`config.mk`:
```
export PLATFORM = sky130hd
export DESIGN_NAME = i2s_rx
export DESIGN_NICKNAME = d
export VERILOG_FILES = /design/src/rtl/i2s_pkg.sv /design/src/rtl/i2s_pin_sync.sv /design/src/rtl/i2s_rx.sv
export SDC_FILE = /design/constraint.sdc
export NUM_CORES = 1
export LEC_CHECK = 0
export ABC_AREA = 0
export CORE_AREA = 2 2 63 65
export DETAILED_ROUTE_END_ITERATION = 16
export DIE_AREA = 0 0 65 67
export GPL_TIMING_DRIVEN = 0
export PLACE_DENSITY = 0.77
export SETUP_SLACK_MARGIN = 0.5
export SLEW_MARGIN = 20
export SYNTH_ARGS = -nofsm -noshare
export SYNTH_HDL_FRONTEND = slang
export SYNTH_HIERARCHICAL = 1
export SYNTH_SLANG_ARGS = --single-unit
```
`constraint.sdc`:
```
create_clock -name clk_i -period 3.1 [get_ports clk_i]
set_clock_uncertainty 0.05 [all_clocks]
set_input_delay 0.62 -clock clk_i [delete_from_list [all_inputs] [get_ports clk_i]]
set_output_delay 0.62 -clock clk_i [all_outputs]
set_load 0.005 [all_outputs]
```
`src/rtl/i2s_pkg.sv`:
```
// Shared constants and the receiver state encoding for the I2S receive path.
package i2s_pkg;

    localparam int AUDIO_DW_DEFAULT = 8;
    localparam int CNT_W_DEFAULT    = 6;

    // Word-select polarity: low carries the left channel, high the right.
    localparam logic WS_LEFT  = 1'b0;
    localparam logic WS_RIGHT = 1'b1;

    typedef enum logic {
        SEARCH = 1'b0,
        RUN    = 1'b1
    } rx_state_e;

endpackage

```
`src/rtl/i2s_pin_sync.sv`:
```
// Brings the asynchronous I2S pins into the clk_i domain and detects sck rising edges.
// ws and sd are delivered from the same synchronizer depth as the sck stage that
// produces the rise strobe, so they are sampled consistently with that edge.
module i2s_pin_sync (
    input  logic clk_i,
    input  logic rst_ni,
    input  logic sck_i,
    input  logic ws_i,
    input  logic sd_i,
    output logic rise_o,
    output logic ws_o,
    output logic sd_o
);

    // Bit 0 is the first synchronizer flop, bit 1 the second, bit 2 the edge-detect history.
    logic [2:0] sck_sync;
    logic [1:0] ws_sync;
    logic [1:0] sd_sync;

    // Shift each pin through its synchronizer chain.
    always_ff @(posedge clk_i or negedge rst_ni) begin
        if (!rst_ni) begin
            sck_sync <= '0;
            ws_sync  <= '0;
            sd_sync  <= '0;
        end else begin
            sck_sync <= {sck_sync[1:0], sck_i};
            ws_sync  <= {ws_sync[0], ws_i};
            sd_sync  <= {sd_sync[0], sd_i};
        end
    end

    assign rise_o = sck_sync[1] & ~sck_sync[2];
    assign ws_o   = ws_sync[1];
    assign sd_o   = sd_sync[1];

endmodule

```
`src/rtl/i2s_rx.sv`:
```
// Philips-format I2S slave receiver. Locks on a word-select transition, assembles
// MSB-first words and publishes each completed slot to its channel with a one-cycle
// valid strobe. Slots longer than AUDIO_DW are truncated, shorter ones are left-aligned.
module i2s_rx
    import i2s_pkg::*;
#(
    parameter int AUDIO_DW = AUDIO_DW_DEFAULT,
    parameter int CNT_W    = CNT_W_DEFAULT
) (
    input  logic                clk_i,
    input  logic                rst_ni,
    input  logic                en_i,
    input  logic                sck_i,
    input  logic                ws_i,
    input  logic                sd_i,
    output logic [AUDIO_DW-1:0] l_data_o,
    output logic [AUDIO_DW-1:0] r_data_o,
    output logic                l_valid_o,
    output logic                r_valid_o,
    output logic                short_slot_o,
    output logic                locked_o,
    output rx_state_e           state_o
);

    localparam logic [CNT_W:0] DW_CMP = (CNT_W + 1)'(AUDIO_DW);

    logic rise;
    logic ws_s;
    logic sd_s;

    rx_state_e           state_q;
    rx_state_e           state_d;
    logic                ws_prev_q;
    logic [CNT_W-1:0]    cnt_q;
    logic [CNT_W-1:0]    cnt_inc;
    logic [AUDIO_DW-1:0] shreg_q;
    logic [AUDIO_DW-1:0] word_next;
    logic [AUDIO_DW-1:0] l_data_q;
    logic [AUDIO_DW-1:0] r_data_q;
    logic                l_valid_q;
    logic                r_valid_q;
    logic                short_q;
    logic                ws_change;
    logic                publish;
    logic                short_d;

    i2s_pin_sync u_pin_sync (
        .clk_i  (clk_i),
        .rst_ni (rst_ni),
        .sck_i  (sck_i),
        .ws_i   (ws_i),
        .sd_i   (sd_i),
        .rise_o (rise),
        .ws_o   (ws_s),
        .sd_o   (sd_s)
    );

    // State register.
    always_ff @(posedge clk_i or negedge rst_ni) begin
        if (!rst_ni) begin
            state_q <= SEARCH;
        end else begin
            state_q <= state_d;
        end
    end

    // Next state, publish decision and the word as it would look with this edge's bit written.
    always_comb begin
        state_d   = state_q;
        publish   = 1'b0;
        ws_change = rise && (ws_s != ws_prev_q);
        word_next = shreg_q;
        cnt_inc   = (&cnt_q) ? cnt_q : cnt_q + CNT_W'(1);
        short_d   = ({1'b0, cnt_q} + (CNT_W + 1)'(1)) < DW_CMP;
        // Bit positions past the stored width never match, which gives truncation.
        for (int i = 0; i < AUDIO_DW; i++) begin
            if ({1'b0, cnt_q} == (CNT_W + 1)'(AUDIO_DW - 1 - i)) begin
                word_next[i] = sd_s;
            end
        end
        if (!en_i) begin
            // Disable wins over a publishing edge in the same cycle.
            state_d = SEARCH;
        end else begin
            case (state_q)
                SEARCH: if (ws_change) state_d = RUN;
                RUN:    if (ws_change) publish = 1'b1;
                default: state_d = SEARCH;
            endcase
        end
    end

    // Datapath: ws history, bit counter, shift register and the published outputs.
    always_ff @(posedge clk_i or negedge rst_ni) begin
        if (!rst_ni) begin
            ws_prev_q <= 1'b0;
            cnt_q     <= '0;
            shreg_q   <= '0;
            l_data_q  <= '0;
            r_data_q  <= '0;
            l_valid_q <= 1'b0;
            r_valid_q <= 1'b0;
            short_q   <= 1'b0;
        end else begin
            l_valid_q <= 1'b0;
            r_valid_q <= 1'b0;
            short_q   <= 1'b0;
            // ws history follows every edge, also while disabled, so a later enable
            // mid-slot does not mistake the current channel for a transition.
            if (rise) begin
                ws_prev_q <= ws_s;
            end
            if (!en_i) begin
                cnt_q   <= '0;
                shreg_q <= '0;
            end else if (rise) begin
                if (state_q == SEARCH) begin
                    // The bit at the locking edge belongs to a partial slot and is dropped.
                    cnt_q   <= '0;
                    shreg_q <= '0;
                end else if (publish) begin
                    if (ws_prev_q == WS_LEFT) begin
                        l_data_q  <= word_next;
                        l_valid_q <= 1'b1;
                    end else begin
                        r_data_q  <= word_next;
                        r_valid_q <= 1'b1;
                    end
                    short_q <= short_d;
                    cnt_q   <= '0;
                    shreg_q <= '0;
                end else begin
                    shreg_q <= word_next;
                    cnt_q   <= cnt_inc;
                end
            end
        end
    end

    assign l_data_o     = l_data_q;
    assign r_data_o     = r_data_q;
    assign l_valid_o    = l_valid_q;
    assign r_valid_o    = r_valid_q;
    assign short_slot_o = short_q;
    assign locked_o     = (state_q == RUN);
    assign state_o      = state_q;

endmodule

```
After elaboration in Yosys (flattened, before gate mapping)
Index checks and enable logic that the tools add are counted.
{ "classes": {"bitwise_logic": 3, "n_reduce_logical": 6, "eq_ne": 10, "order_cmp": 1, "n_mux": 36, "n_addsub": 2} }
{ "ops": {"columns": ["cell", "n"], "rows": [
  ["8-bit 2-to-1 mux", 4],
  ["6-bit 2-to-1 mux", 5],
  ["1-bit 2-to-1 mux", 27],
  ["6-bit by 3-bit equality test with 1-bit output, second input constant", 4],
  ["6-bit by 2-bit equality test with 1-bit output, second input constant", 2],
  ["5-bit AND reduction", 2],
  ["6-bit by 1-bit adder with 7-bit output, second input constant", 1],
  ["7-bit by 4-bit < comparator with 1-bit output, second input constant", 1],
  ["6-bit by 1-bit adder with 6-bit output, second input constant", 1],
  ["6-bit by 1-bit equality test with 1-bit output, second input constant", 1],
  ["6-bit zero test", 1],
  ["6-bit AND reduction", 1],
  ["4-bit inequality test, second input constant", 1],
  ["2-bit by 1-bit inequality test with 1-bit output, second input constant", 1],
  ["1-bit NOT", 2],
  ["2-bit AND reduction", 1],
  ["1-bit AND", 1],
  ["1-bit logical AND", 1],
  ["1-bit inequality test", 1]
]} }
{ "totals": {"word_cells": 70, "in_bits": 6, "register_bits": 42, "output_inout_bits": 21} }

Longest topological paths before layout
Gate-level depths: netlist (run 1).
{ "logic_depth": {"word_depth": 10, "ltp_mapped": 6, "ltp_nobuf": 6} }

By module
Netlist (run 1), hierarchy kept.
{ "modules_own_cells": {"columns": ["module", "instances", "area_per_inst_um2", "cells_each", "seq_area_each_um2"], "rows": [
  ["i2s_rx", 1, 1724.2, 168, 875.8],
  ["i2s_pin_sync", 1, 188.9, 8, 175.2]
]} }

Worst setup path after synthesis (run 1)
OpenSTA, ideal clock, no wires.
{ "synth_timing": {"kind": "input to register", "from": "input port en_i", "to": "register r_data_q[6] (netlist: r_data_o[6])", "stages": 5, "n_path_buf": 1, "slack_ps": 1638, "arrival_ps": 1339, "required_time_ps": 2977, "setup_time_ps": 73, "cell_sequence": "nand3_4 > nor3b_4 > buf_6 > nor2_2 > a21oi_2"} }
{ "synth_via": {"elab_chain_len": 2} }
{ "synth_lines": {"columns": ["element", "line_no", "rtl"], "rows": [
  ["start: declaration", "i2s_rx.sv:12", "input logic en_i,"],
  ["1-bit 2-to-1 mux", "i2s_rx.sv:81", "if (!en_i) begin"],
  ["5-bit AND reduction (no source line) (*)", null, null],
  ["end signal: assignment", "i2s_rx.sv:126", "r_data_q <= word_next;"],
  ["end: declaration", "i2s_rx.sv:39", "logic [AUDIO_DW-1:0] r_data_q;"]
]} }
Every way passes the cells marked *; elsewhere a longest branch is shown, timed or not.
A chain may end at the register's enable or synchronous reset.

Final worst setup path (run 1)
{ "layout_timing": {"from": "register state_q (netlist: locked_o)", "to": "output port state_o"} }
{ "layout_lines": {"columns": ["element", "line_no", "rtl"], "rows": [
  ["start: declaration", "i2s_rx.sv:31", "rx_state_e state_q;"],
  ["start signal: assignment", "i2s_rx.sv:63", "state_q <= state_d;"],
  ["end: declaration", "i2s_rx.sv:22", "output rx_state_e state_o"]
]} }
No word-level cell between the ends.

==> results of run 1 <==
-- worst max path at each step --
stage | startpoint | endpoint | cells after the start
finish | locked_o | state_o | 2
global route | locked_o | state_o | 2
CTS | locked_o | state_o | 2
detailed placement | en_i | r_data_o[6] | 6
global placement | rst_ni | u_pin_sync/sd_sync[1] | 1
floorplan | en_i | r_data_o[6] | 5
-- stage by stage --
stage / instance area [um^2] / total power [mW] / utilization / setup WS, ns
floorplan: 1910 / 0.707 / - / 1.64
global placement: 2230 / 0.822 / 0.619 / 0.402
detailed placement: 2250 / 0.832 / 0.624 / 0.858
CTS: 2340 / 1.18 / 0.649 / 1.04
global route: 2340 / 1.23 / 0.649 / 0.992
finish: 2340 / 1.17 / 0.649 / 1.05
-- critical path, delay by kind of cell, from the launching register on --
| family | cells | cell delay [ns] |
|---|---|---|
| flip-flops | 1 | 0.45 |
| buffers and inverters | 2 | 0.62 |
-- kinds of logic after synthesis --
family,share of synthesized area
flip-flops,0.549
AND/OR/NAND/NOR,0.170
adder cells (fa/ha/maj),0.0262
multiplexers,0.0477
XOR/XNOR,0.0222
buffers and inverters,0.0543
AO/OA/AOI/OAI,0.130
-- synth_stat cells (3+ instances only) --
| master | number | area share |
|---|---|---|
| o22ai_1 | 9 | 0.029 |
| ha_1 | 4 | 0.026 |
| inv_1 | 12 | 0.024 |
| buf_6 | 3 | 0.018 |
| nand3_1 | 10 | 0.026 |
| dfrtp_1 | 42 | 0.55 |
| xnor2_1 | 3 | 0.014 |
| nor2b_1 | 4 | 0.013 |
| a21oi_1 | 23 | 0.060 |
| o21ai_0 | 3 | 0.0078 |
| nand2_1 | 7 | 0.014 |
| mux2i_1 | 8 | 0.042 |
| nor2_1 | 19 | 0.037 |
| a21oi_2 | 3 | 0.014 |
-- registers in the layout (all words and copies together) (netlist names) --
name / flops
r_valid_o: 1
locked_o: 1
l_data_o: 8
r_data_o: 8
l_valid_o: 1
short_slot_o: 1
u_pin_sync/sd_sync: 2
u_pin_sync/ws_sync: 2
cnt_q: 6
shreg_q: 8
u_pin_sync/sck_sync: 3
ws_prev_q: 1
-- power by group --
part	internal [mW]	switching (mW)
sequential	0.597	0.0316
clock	0.158	0.195
combinational	0.116	0.0731
-- metal layers --
layer	vias to the layer above	GRT usage
met2	27	0.317
met3	6	0.0524
met1	671	0.232
li1	672	-
met4	0	0.101
met5	-	0
-- final cells by class --
| cell class | instances | area share |
|---|---|---|
| clock buffers | 5 | 0.0294 |
| well taps | 48 | 0.0257 |
| multi-input cells | 114 | 0.324 |
| inverters | 12 | 0.0193 |
| flip-flops and latches | 42 | 0.449 |
| repair buffers | 27 | 0.118 |
| clock inverters | 3 | 0.00910 |
| plain buffers | 8 | 0.0251 |
==> metrics.md, run 1 <==
| Metric | Value |
|---|---|
| Top Ports | `27` |
| Post-route DRC | `0` |
| Synthesized area | `~1900 um^2` |
| Yosys reg bits | `42` |
| Die width | `65 um` |
| Grt ovf | `0` |
| GP Congestion | `around 0.85` |
| Ys flop type | `dfrtp_1` |
| Area grow syn2layout | `22.2%` |
| Status | `finished, final reports clean` |
| Min cycle time layout | `approximately 2.0 ns` |
| Wire length on met2 | `roughly 1.8 mm` |
| Synth Warn # | `6` |
| DRT iter0 DRCs | `51` |
| Startpoint types | `flip-flop` |
| Worst Hold Class | `in2async` |
| DRT Pass-1 Iters | `4` |
| Fillers | `between 200 and 300` |
| Largest net degree at the start of global routing | `29` |
| Unrepaired setup endpoints after global routing | `false` |
| Reg2reg end | `r_data_o[4]` |
| First-pass GRT wire length | `about 6.3 mm` |
| Worst flop-to-flop path startpoint | `cnt_q[1]` |
| Root buffer cell | `clkbuf_8` |
| Total Wirelength | `3.56 mm` |
| Via density | `~5.3` |
| IO Port Bufs | `26` |
| Fin nets | `220` |
| CTS tree | `done` |
| Syn Nets | `around 190` |
| Routed WL per cell | `approximately 14 um` |
| Initial antenna violation count | `0` |
| Mapped Cells | `176` |
| Worst skew pair latency | `about 0.31 ns` |
| Post-synth EDFFs | `0` |
| Mean Syn Cell Area | `roughly 11 um^2` |
| Final setup TNS | `0 ns` |
| PwrDens | `501 nW/um^2` |
| Pleak | `1.03 nW` |
| Final setup violation count | `0` |
| Slew HR | `0.694` |
| Post_cts resized | `0` |
| Most frequent cells in the layout | `42 x dfrtp_1, 25 x clkdlybuf4s50_1, 23 x a21oi_1` |
| Core area | `3610 um^2` |
| # placed instances | `roughly 250` |
| Row cnt | `22` |
| Max frequency | `~490 MHz` |
| Post-cts hold buffer count | `0` |
| Clock-pin slew on the worst setup and hold paths | `about 0.080 ns` |
| Clock Tree Buf Depth | `2` |
| Peak VDD IR | `around 0.33 mV` |
| Hold Slack | `0.162 ns` |
| Setup Buffers After CTS | `0` |
| Worst path cell trace | `buf_4, clkdlybuf4s50_1` |
| Register area | `1050 um^2` |
| Highest metal used | `met4` |
| Die Y | `roughly 67 um` |
| Die area | `about 4400 um^2` |
| Share of layout cells above drive strength 1 | `0.133` |
| H-tree Lvls | `2` |
| Async set-reset flop share out of synthesis | `1.00` |
| R2R cell count | `5` |
| Crit path required time | `approximately 2.4 ns` |
| CP peak stage delay | `~0.48 ns` |
| Slew Viols, Final | `0` |
| Detail Route met3 WL | `123 um` |
| Vias in the first global route | `about 1,400` |
| Critical path data arrival time | `1.38 ns` |
| Via count | `1,376` |
| Cts bufs inserted | `5` |
| Register area share after synthesis | `0.549` |
| Setup crit end kind | `primary output` |
| Starting Density | `0.531` |
| M1 wire length | `1.57 mm` |
| Antenna cells | `0` |
| Critical path type | `reg2out` |
| All-Layer GR Usage | `0.193` |
| Worst-margin pin slew | `approximately 0.46 ns` |
| Area of the multi-input gates | `around 760 um^2` |
| Fin crit share | `0.660` |
| CP max-delay cell | `clkdlybuf4s50_1` |
| Commonest non-fill, non-tap cell in the layout | `dfrtp_1` |
| Worst Path Max Fanout | `5` |
| Max Cap Viol | `0` |
| Internal reg-to-reg setup slack | `approximately 1.4 ns` |
| Post-synth cell types | `33` |
| Final instance count without filler cells | `259` |
| DRT antenna net count | `0` |
| Dpl hpwl | `2.65 mm` |
| Hold Fails Final Rpt | `0` |
| CTS Sinks | `42` |
Power figures use the tool's default switching activity.
==> run 2: changes to the inputs <==
--- a/config.mk
+++ b/config.mk
@@ -6,11 +6,11 @@
 export NUM_CORES = 1
 export LEC_CHECK = 0
 export ABC_AREA = 0
-export CORE_AREA = 2 2 63 65
+export CORE_AREA = 2 2 67 69
 export DETAILED_ROUTE_END_ITERATION = 16
-export DIE_AREA = 0 0 65 67
+export DIE_AREA = 0 0 69 71
 export GPL_TIMING_DRIVEN = 0
-export PLACE_DENSITY = 0.77
+export PLACE_DENSITY = 0.72
 export SETUP_SLACK_MARGIN = 0.5
 export SLEW_MARGIN = 20
 export SYNTH_ARGS = -nofsm -noshare
==> constraint.sdc (replaced) <==
create_clock -name clk_i -period 1.7 [get_ports clk_i]
set_clock_uncertainty 0.05 [all_clocks]
set_input_delay 0.34 -clock clk_i [delete_from_list [all_inputs] [get_ports clk_i]]
set_output_delay 0.34 -clock clk_i [all_outputs]
set_load 0.005 [all_outputs]
==> metrics.md, run 2 (synthesis gave the netlist of run 1 again) <==
| Metric | Value |
|---|---|
| Status | `finished, final reports clean` |
| Grt ovf | `0` |
| Max frequency | `slightly above 600 MHz` |
| Critical path type | `reg2reg` |
| Commonest non-fill, non-tap cell in the layout | `buf_4` |
| Internal power | `1.84 mW` |
| Worst Path Max Fanout | `4` |
| Area grow syn2layout | `65.3%` |
| Slew HR | `0.729` |
| Final instance count without filler cells | `316` |
| Design area | `around 3200 um^2` |
| Worst-margin pin slew | `0.407 ns` |
| Die width | `roughly 69 um` |
| Sequential fraction of design power | `0.463` |
| Pleak | `1.40 nW` |
| Top Ports | `27` |
| Final setup violation count | `0` |
| DP Worst Slack | `-0.281 ns` |
| Sw Share | `0.256` |
| Post-route DRC | `0` |
| CTS tree | `done` |
| Register area | `between 1000 and 1500 um^2` |
| DRT iter0 DRCs | `about 90` |
| Core area | `4200 um^2` |
| Area of the multi-input gates | `1160 um^2` |
| Placement Cell Area | `2330 um^2` |
| DRT Pass-1 Iters | `4` |
| Worst skew pair latency | `0.30 ns` |
| GP Congestion | `roughly 0.75` |
| First-pass GRT wire length | `between 8 and 9 mm` |
| Switching power | `approximately 630 uW` |
| Hold Fails Final Rpt | `0` |
| Vias in the first global route | `about 1,700` |
| Total Wirelength | `roughly 5.8 mm` |
| Largest net degree at the start of global routing | `28` |
| Final setup TNS | `0 ns` |
| Die Y | `about 71 um` |
| Fin nets | `approximately 270` |
| Via count | `1,741` |
| Die area | `4900 um^2` |
| Clock Tree Buf Depth | `2` |
| IO Port Bufs | `26` |
| PwrDens | `approximately 780 nW/um^2` |
| H-tree Lvls | `2` |
| Routed WL per cell | `approximately 18 um` |
| Fin crit share | `0.957` |
| Final Util | `0.752` |
| Dpl hpwl | `approximately 2.5 mm` |
| Starting Density | `0.455` |
| Unrepaired setup endpoints after global routing | `true` |
| Fillers | `246` |
| Max Cap Viol | `0` |
| Row cnt | `24` |
| Antenna cells | `0` |
| Slew Viols, Final | `0` |
| Setup crit end kind | `flip-flop` |
| Critical path data arrival time | `approximately 1.7 ns` |
| Clock share of power | `0.317` |
| Most frequent cells in the layout | `37 x buf_4, 35 x dfrtp_1, 21 x buf_2` |
| Hold Slack | `0.305 ns` |
| Worst Hold Class | `reg2reg` |
| Crit path required time | `approximately 1.8 ns` |
| Share of layout cells above drive strength 1 | `0.648` |
| CTS Sinks | `42` |
| Clock-pin slew on the worst setup and hold paths | `0.08 ns` |
| All-Layer GR Usage | `0.222` |
| Peak VDD IR | `between 0.3 and 0.4 mV` |
| Min cycle time layout | `1.63 ns` |
| Smallest setup slack after layout | `roughly 0.074 ns` |
| Initial antenna violation count | `0` |
| Via density | `about 5.5` |
| Final Power | `around 2.5 mW` |
| DRT antenna net count | `0` |
| Root buffer cell | `clkbuf_8` |
| Cts bufs inserted | `5` |
| Startpoint types | `flip-flop` |
| # placed instances | `255` |
| Power share of the combinational group | `0.220` |
-- run 2: cell count changes in the layout (fill, tap and decap cells not counted), sizes merged --
cell and delta:
clkdlybuf4s50 -22, clkinvlp -1, dlygate4sd3 +1, clkbuf +2
buf +73, bufinv +1, clkinv -2, dlygate4sd2 +1
-- run 2: repair_timing --
action                     4_1_cts  5_1_grt
cloned                           3        0
buffers inserted                32       17
hold buffers                     1        0
hold endpoints to repair        15        0
resized for setup              159       26
setup endpoints to repair       54       52
pin swaps                       22        8
-- run 2: power by group through the flow --
stage          logic [mW]  registers [mW]  clock network [mW]
6_report            0.542            1.14               0.782
4_1_cts             0.416            1.14               0.780
3_3_place_gp        0.351            1.16                   0
2_1_floorplan       0.136            1.17                   0
5_1_grt             0.583            1.15               0.840
3_5_place_dp        0.362            1.16                   0
-- run 2: critical path, stage by stage (launching register included) --
cell     delay (ns)
dfrtp_2        0.46
inv_2          0.12
ha_4           0.13
nor2b_4        0.16
nand3_2        0.14
mux2i_1        0.30
a21oi_1        0.14
-- run 2: worst paths after layout --
check	from	to	slack (ns)	cells after the start
setup / recovery	cnt_q[0]	l_data_o[3]	0.07	6
hold / removal	u_pin_sync/ws_sync[0]	u_pin_sync/ws_sync[1]	0.31	0
setup reg to reg	cnt_q[0]	l_data_o[3]	0.07	6
hold reg to reg	u_pin_sync/ws_sync[0]	u_pin_sync/ws_sync[1]	0.31	0
max in group asynchronous	rst_ni	cnt_q[2]	0.67	3
min in group asynchronous	rst_ni	cnt_q[0]	0.45	2
-- run 2: cell type report --
class | count | area share
Buffer | 8 | 0.0265
Clock buffer | 7 | 0.0241
Clock inverter | 1 | 0.00949
Inverter | 12 | 0.0150
Multi-Input combinational cell | 114 | 0.366
Sequential cell | 42 | 0.335
Tap cell | 52 | 0.0206
Timing Repair Buffer | 80 | 0.203
-- run 2: layer usage --
metal / track usage / wire length, um / part of all wire / vias to the layer above
met2: 0.393 / 3170 / 0.55 / 68
met4: 0.0893 / 104 / 0.018 / 0
met1: 0.265 / 2260 / 0.39 / 881
met3: 0.0456 / 282 / 0.049 / 13
li1: - / - / - / 779
met5: 0 / 0 / 0 / -
==> run 3: changes to the inputs <==
--- a/config.mk
+++ b/config.mk
@@ -6,6 +6,7 @@
 export NUM_CORES = 1
 export LEC_CHECK = 0
 export ABC_AREA = 0
+export CAP_MARGIN = 40
 export CORE_AREA = 2 2 67 69
 export DETAILED_ROUTE_END_ITERATION = 16
 export DIE_AREA = 0 0 69 71
==> metrics.md, run 3 (synthesis gave the netlist of run 1 again) <==
| Metric | Value |
|---|---|
| Worst path cell trace | `xor2_4, nor2_4, buf_12, buf_8, a21oi_1, o22ai_1` |
| Peak VDD IR | `around 0.65 mV` |
| DRT antenna net count | `0` |
| Sw Share | `0.255` |
| Fin nets | `between 200 and 300` |
| Final setup violation count | `0` |
| Worst Hold Class | `reg2reg` |
| CTS Sinks | `42` |
| Area of the multi-input gates | `~1100 um^2` |
| DRT iter0 DRCs | `about 130` |
| Die width | `just under 70 um` |
| Final setup TNS | `0 ns` |
| Die Y | `between 70 and 80 um` |
| Dpl hpwl | `between 2 and 3 mm` |
| Switching power | `625 uW` |
| All-Layer GR Usage | `0.218` |
| Cts bufs inserted | `5` |
| Final instance count without filler cells | `roughly 320` |
| Critical path data arrival time | `between 1.5 and 2 ns` |
| CP peak stage delay | `approximately 0.45 ns` |
| Row cnt | `24` |
| Worst Path Max Fanout | `5` |
| First-pass GRT wire length | `8.41 mm` |
| Worst skew pair latency | `roughly 0.30 ns` |
| Clock-pin slew on the worst setup and hold paths | `~0.08 ns` |
| Most frequent cells in the layout | `40 x buf_4, 35 x dfrtp_1, 20 x buf_2` |
| Die area | `about 4900 um^2` |
| Vias in the first global route | `about 1,700` |
| Top Ports | `27` |
| Share of layout cells above drive strength 1 | `0.659` |
| R2R cell count | `6` |
| Sequential fraction of design power | `0.466` |
| Setup crit end kind | `flip-flop` |
| Largest delay share family, worst path | `flip-flops` |
| IO Port Bufs | `26` |
| Design area | `between 3000 and 4000 um^2` |
| Max Cap Viol | `0` |
| GP Congestion | `about 0.75` |
| Final Util | `0.740` |
| Slew Viols, Final | `0` |
| Via count | `about 1,700` |
| Crit path required time | `roughly 1.8 ns` |
| Commonest non-fill, non-tap cell in the layout | `buf_4` |
| Hold Slack | `0.305 ns` |
| Internal power | `~1.8 mW` |
| Hold Path Stages | `0` |
| Total Wirelength | `about 5.5 mm` |
| Root buffer cell | `clkbuf_8` |
| # placed instances | `approximately 260` |
| Via density | `around 5.3` |
| Placement Cell Area | `~2300 um^2` |
| DRT Pass-1 Iters | `4` |
| Initial antenna violation count | `0` |
| Unrepaired setup endpoints after global routing | `true` |
| Clock Tree Buf Depth | `2` |
| Fin crit share | `0.933` |
| Post-route DRC | `0` |
| Clock share of power | `0.321` |
| Hold Fails Final Rpt | `0` |
| Min cycle time layout | `about 1.6 ns` |
| Largest net degree at the start of global routing | `28` |
| Core area | `4200 um^2` |
| CP max-delay cell | `dfrtp_2` |
| H-tree Lvls | `2` |
| Status | `finished, final reports clean` |
| Fillers | `about 250` |
| Starting Density | `0.455` |
| Area grow syn2layout | `62.7%` |
| Slew HR | `0.741` |
| Register area | `1060 um^2` |
| Routed WL per cell | `between 15 and 20 um` |
| Worst-margin pin slew | `~0.39 ns` |
| Power share of the combinational group | `0.213` |
| Startpoint types | `flip-flop` |
| Crit path depth | `6` |
| Critical path type | `reg2reg` |
| CP bufs+invs | `2` |
| PwrDens | `788 nW/um^2` |
| Max frequency | `630 MHz` |
| Antenna cells | `0` |
| Grt ovf | `0` |
| CTS tree | `done` |
| Pleak | `roughly 1.4 nW` |
## run 3: repair_timing
action | in CTS | in global routing
gates resized for setup | 146 | 30
cloned | 3 | 0
hold buffers | 1 | 0
hold endpoints to repair | 15 | 0
buffers inserted | 29 | 20
setup endpoints to repair | 54 | 53
pin swaps | 21 | 15
## run 3: worst register-to-register path, stage by stage (launching register included)
cell and delay (ns):
dfrtp_2 0.45, xor2_4 0.30, nor2_4 0.09, buf_12 0.14
buf_8 0.13, a21oi_1 0.18, o22ai_1 0.13
## run 3: metrics by stage
stage | total power [mW] | setup slack [ns]
after floorplan | 1.30 | 0.286
after global placement | 1.51 | -0.979
after detailed placement | 1.53 | -0.280
after CTS | 2.32 | 0.195
after global routing | 2.56 | 0.0545
final | 2.45 | 0.113
## run 3: power groups by stage
stage | combinational [mW] | clock, mW | sequential (mW)
global placement | 0.351 | 0 | 1.16
detailed placement | 0.362 | 0 | 1.16
global route | 0.558 | 0.851 | 1.16
floorplan | 0.136 | 0 | 1.17
finish | 0.523 | 0.787 | 1.14
CTS | 0.402 | 0.779 | 1.14
## run 3: area by class of cell
| cell class | instances | share of cell area |
|---|---|---|
| well taps | 52 | 0.0209 |
| repair buffers | 80 | 0.208 |
| multi-input cells | 114 | 0.354 |
| plain buffers | 8 | 0.0277 |
| flip-flops and latches | 42 | 0.341 |
| clock buffers | 7 | 0.0245 |
| clock inverters | 1 | 0.00965 |
| inverters | 12 | 0.0145 |
## run 3: per-layer routing
| layer | up-vias | track usage | wire [um] |
|---|---|---|---|
| li1 | 775 | - | - |
| met1 | 850 | 0.248 | 2120 |
| met2 | 49 | 0.394 | 3070 |
| met3 | 10 | 0.0556 | 254 |
| met4 | 0 | 0.0850 | 108 |
| met5 | - | 0 | 0 |
## run 3: worst paths after layout
path                                        from                     to  slack (ns)
setup reg to reg           u_pin_sync/ws_sync[1]             shreg_q[2]        0.11
hold / removal             u_pin_sync/ws_sync[0]  u_pin_sync/ws_sync[1]        0.31
max in group asynchronous                 rst_ni             shreg_q[7]        0.69
min in group asynchronous                 rst_ni            l_data_o[4]        0.44
setup / recovery           u_pin_sync/ws_sync[1]             shreg_q[2]        0.11
hold reg to reg            u_pin_sync/ws_sync[0]  u_pin_sync/ws_sync[1]        0.31
